File: config.mk
export PLATFORM = sky130hd
export DESIGN_NAME = shift_sequencer
export DESIGN_NICKNAME = d
export VERILOG_FILES = /design/src/rtl/shift_sequencer.sv
export SDC_FILE = /design/constraint.sdc
export NUM_CORES = 1
export LEC_CHECK = 0
export BUFFER_PORTS_ARGS = -buffer_cell sky130_fd_sc_hd__buf_2
export CORE_MARGIN = 5
export CORE_UTILIZATION = 25
export DETAILED_ROUTE_END_ITERATION = 7
export PLACE_DENSITY = 0.45
export SYNTH_ARGS = -nofsm -noshare
export SYNTH_HDL_FRONTEND = slang
export SYNTH_SLANG_ARGS = --single-unit
File: constraint.sdc
create_clock -name CLK -period 5.36 [get_ports CLK]
set_input_delay 0 -clock CLK [delete_from_list [all_inputs] [get_ports CLK]]
set_output_delay 0 -clock CLK [all_outputs]
set_load 0.03 [all_outputs]
File: src/rtl/shift_sequencer.sv
// Multi-cycle shift controller: chains 0..7-position barrel passes over an
// 8-bit accumulator until the full 8-bit shift amount has been consumed.
module shift_sequencer (
    input  logic       CLK,
    input  logic       RESET,
    input  logic       START,
    input  logic [1:0] OP,
    input  logic [7:0] DATA,
    input  logic [7:0] AMOUNT,
    output logic       BUSY,
    output logic       DONE,
    output logic [7:0] RESULT,
    output logic       ZERO
);

    typedef enum logic [1:0] {
        ST_IDLE  = 2'd0,
        ST_SHIFT = 2'd1,
        ST_DONE  = 2'd2
    } state_t;

    typedef enum logic [1:0] {
        OP_SLL = 2'd0,
        OP_SRL = 2'd1,
        OP_SRA = 2'd2,
        OP_ROR = 2'd3
    } op_t;

    state_t      r_state;
    logic [7:0]  r_acc;
    logic [7:0]  r_rem;
    op_t         r_opr;
    logic [7:0]  r_result;
    logic        r_zero;
    logic        r_busy;
    logic        r_done;

    logic [2:0]  w_step;
    logic [15:0] w_rot;
    logic [7:0]  w_pass;
    logic [7:0]  w_rem_next;

    always_comb begin
        w_step     = (r_rem > 8'd7) ? 3'd7 : r_rem[2:0];
        w_rot      = {r_acc, r_acc} >> w_step;
        w_rem_next = r_rem - {5'd0, w_step};
        w_pass     = r_acc;
        case (r_opr)
            OP_SLL:  w_pass = r_acc << w_step;
            OP_SRL:  w_pass = r_acc >> w_step;
            // Sign fill comes from the accumulator, so it survives across passes
            OP_SRA:  w_pass = $signed(r_acc) >>> w_step;
            OP_ROR:  w_pass = w_rot[7:0];
            default: w_pass = r_acc;
        endcase
    end

    always_ff @(posedge CLK) begin
        if (RESET) begin
            r_state  <= ST_IDLE;
            r_acc    <= '0;
            r_rem    <= '0;
            r_opr    <= OP_SLL;
            r_result <= '0;
            r_zero   <= 1'b1;
            r_busy   <= 1'b0;
            r_done   <= 1'b0;
        end else begin
            case (r_state)
                ST_IDLE: begin
                    r_done <= 1'b0;
                    if (START) begin
                        r_acc   <= DATA;
                        r_opr   <= op_t'(OP);
                        // Rotation is periodic in 8, so only one pass is ever needed
                        r_rem   <= (op_t'(OP) == OP_ROR) ? {5'd0, AMOUNT[2:0]} : AMOUNT;
                        r_busy  <= 1'b1;
                        r_state <= ST_SHIFT;
                    end
                end
                ST_SHIFT: begin
                    r_acc <= w_pass;
                    r_rem <= w_rem_next;
                    if (w_rem_next == 8'd0) begin
                        r_result <= w_pass;
                        r_zero   <= (w_pass == 8'd0);
                        r_done   <= 1'b1;
                        r_state  <= ST_DONE;
                    end
                end
                ST_DONE: begin
                    r_done  <= 1'b0;
                    r_busy  <= 1'b0;
                    r_state <= ST_IDLE;
                end
                default: begin
                    r_done  <= 1'b0;
                    r_busy  <= 1'b0;
                    r_state <= ST_IDLE;
                end
            endcase
        end
    end

    assign BUSY   = r_busy;
    assign DONE   = r_done;
    assign RESULT = r_result;
    assign ZERO   = r_zero;

endmodule

==> results.yml <==
status:
  status: "completed"
clock_tree:
  cts.sinks: 31
  cts_tree: "done"
  htreeDepth: 2
  hold_buffers: 14
  ctsResizeCount: 0
  clkTransAtPathRegs_ns: 0.08
  numCtsBuffers: 5
  cts_setup_buffers: 0
  cts.path.max_buffers: 2
  clock_latency_ns: 0.28
  cts_root_buf: "clkbuf_8"
die:
  start_util: 0.255
  rows: 35
  io_pins: 32
  coreArea_um2: 9200
  die_area_um2: 11400
  die_w_um: 107
  die_y_um: 107
timing:
  finalSetupViolations: 0
  max-slew-margin-rel: 0.471
  fmax_ghz: 0.299
  skew_ns: 0.00874
  drv_slew: 0
  worst_pin_slew_ns: 0.789
  rsz0062_at_grt: "no"
  holdWs_ns: 0.00864
  layout_min_cycle_time_ns: 3.35
  hold_viol_final: 0
  tns_ns: 0
  finalCritPeriodShare: 0.624
finish:
  layout-drive-gt1-share: 0.168
  multi_input_area_um2: 1550
  instances_no_fill: 456
  fillers: 1047
  layout.nets: 366
  fin_util: 0.302
  syn_to_final_growth_pct: 18.2
  regArea_um2: 621
  diodes: 0
drt:
  first_pass_iters: 5
  ant_nets: 0
  wirelength_um: 7970
  drc: 0
  drt_iter0_markers: 246
  viasPerCell: 5.67
  vias: 2586
  wl_per_cell_um: 17.5
synthesis:
  ys_ff_latch: 31
  synth_area_um2: 2350
  syn_inst: 315
  yosysMostFrequentCell: "nand2_1"
  avgSynthCellArea_um2: 7.46
  synth_common_cells: "nand2_1 (32), dfxtp_1 (31), nor2_1 (24), o21ai_0 (24), a21oi_1 (20)"
  synth.distinct_cells: 59
  yosysTopAreaCell: "dfxtp_1"
  syn_nets: 337
  yosys_warnings: 0
  synth_flop_cell: "dfxtp_1"
  yosys-top-cells-area: "dfxtp_1 (26%), o21ai_0 (5.1%), nand2_1 (5.1%), a21oi_1 (4.3%), nor2_1 (3.8%)"
  synthArstFlopShare: 0
  synthDominantCellAreaShare: 0.264
  synth_edf_count: 0
  yosysSeqAreaShare: 0.264
setup_path:
  path_cells: "nor2_1 -> nand2_1 -> nand2_1 -> ha_1 -> or3_1 -> a211o_1 -> a2111o_1 -> nand2b_1 -> or4b_1 -> o21ai_1"
  crit_top_cell: "nand2_1"
  cp.required_ns: 5.57
  r2r_slack_ns: 2.01
  path_class: "reg -> reg"
  slowest_stage: "dfxtp_1"
  cp_slowest_stage_delay_ns: 0.64
  critPathLaunchType: "register"
  end_kind: "register"
  path_delay_family: "simple AND/OR/NAND/NOR gates"
  crit_arrival_ns: 3.56
  cp_max_fo: 15
  critPathBufInv: 0
placed_design:
  dp.cells: 434
  portBuffers: 31
  place_congestion: 0.880
  dpl.hpwl_um: 5810
grt:
  grt_pass1_vias: 2440
  grt_pass1_wl_um: 12800
  antenna_found_initial: 0
  grt_start_max_net_pins: 32
  grt_overflow: 0
  grt_usage: 0.138
pwr:
  leakage_uw: 0.00106
  powerDensity_nw_per_um2: 420
  max-vdd-ir-drop_uv: 183
job:
  cap_violations: 0
worst_hold_path:
  hp-class: "in -> reg"
[logic make-up (layout without fill, tap and decap cells)]
| kind of cell | after synthesis | in the layout | share of synthesized area |
|---|---|---|---|
| flops | 31 | 31 | 0.264 |
| xor+xnor | 1 | 1 | 0.00373 |
| compound gates | 118 | 118 | 0.347 |
| simple gates | 108 | 108 | 0.226 |
| buf+inv | 41 | 71 | 0.0762 |
| fa+ha+maj | 1 | 1 | 0.00533 |
| mux | 15 | 15 | 0.0772 |
[per-stage QoR]
stage	setup slack [ns]	power (µW)	instance area [µm²]
floorplan	2.20	811	2350
detailed placement	2.08	965	2550
global route	1.90	1240	2780
finish	2.01	1170	2780
global placement	2.18	987	2550
CTS	2.07	1160	2780
[placed cells by master, fill, tap and decap left out, types with 3 or more instances in the layout]
| cell type | count |
|---|---|
| nand2_1 | 32 |
| dfxtp_1 | 31 |
| buf_2 | 31 |
| nor2_1 | 24 |
| o21ai_0 | 24 |
| a21oi_1 | 20 |
| nand3_1 | 14 |
| dlygate4sd3_1 | 14 |
| inv_1 | 12 |
| o22ai_1 | 9 |
| a22oi_1 | 9 |
| nand2b_1 | 8 |
| nor3_1 | 8 |
| mux2i_1 | 8 |
| a31oi_1 | 6 |
| mux2_2 | 5 |
| a21o_1 | 5 |
| clkbuf_8 | 5 |
| buf_4 | 5 |
| or3_1 | 4 |
| a211oi_1 | 4 |
| a32oi_1 | 4 |
| nor2b_1 | 4 |
| a221oi_1 | 4 |
| nor3_2 | 3 |
| a211o_1 | 3 |
| o211ai_1 | 3 |
| a311oi_1 | 3 |
[layout make-up]
class | instances | share of cell area
clock buffers | 6 | 0.0261
multi-input cells | 243 | 0.558
inverters | 13 | 0.0176
clock inverters | 2 | 0.00451
flip-flops and latches | 31 | 0.224
well taps | 111 | 0.0500
repair buffers | 50 | 0.120
[flip-flops by register name (all words and copies together), names as in the netlist]
register and cells:
ZERO 1, DONE 1, r_opr 2, r_acc 8, r_rem 8, BUSY 1, RESULT 8, r_state 2
[per-layer routing]
metal  wire length [µm]  part of all wire  GRT usage  vias to the layer above
li1                   -                 -          -                     1247
met4                142             0.018     0.0447                        0
met3                393             0.049     0.0114                       15
met5                  0                 0          0                        -
met1               3620              0.45      0.183                     1222
met2               3810              0.48      0.236                      102
[path summary, 6_finish.rpt]
kind	from	end	cells past startpoint
setup / recovery	r_rem[3]$_SDFFE_PP0P_	ZERO$_SDFFE_PP1P_	10
hold / removal	AMOUNT[1]	r_rem[1]$_SDFFE_PP0P_	3
setup reg to reg	r_rem[3]$_SDFFE_PP0P_	ZERO$_SDFFE_PP1P_	10
hold reg to reg	RESULT[3]$_SDFFE_PP0P_	RESULT[3]$_SDFFE_PP0P_	2
[worst register-to-register path: cells and delay by family, from the launching register on]
kind / cells / cell delay [ns]
DFF: 1 / 0.64
and+or+nand+nor: 6 / 1.49
AOI/OAI and AO/OA: 3 / 0.83
adders and majority gates: 1 / 0.31
[power by group]
part | total (µW) | internal [µW] | switching [µW]
Clock | 183 | 90.7 | 92.0
Combinational | 644 | 242 | 402
Sequential | 338 | 262 | 76.4
No activity file was read; power rests on OpenSTA's default activity.
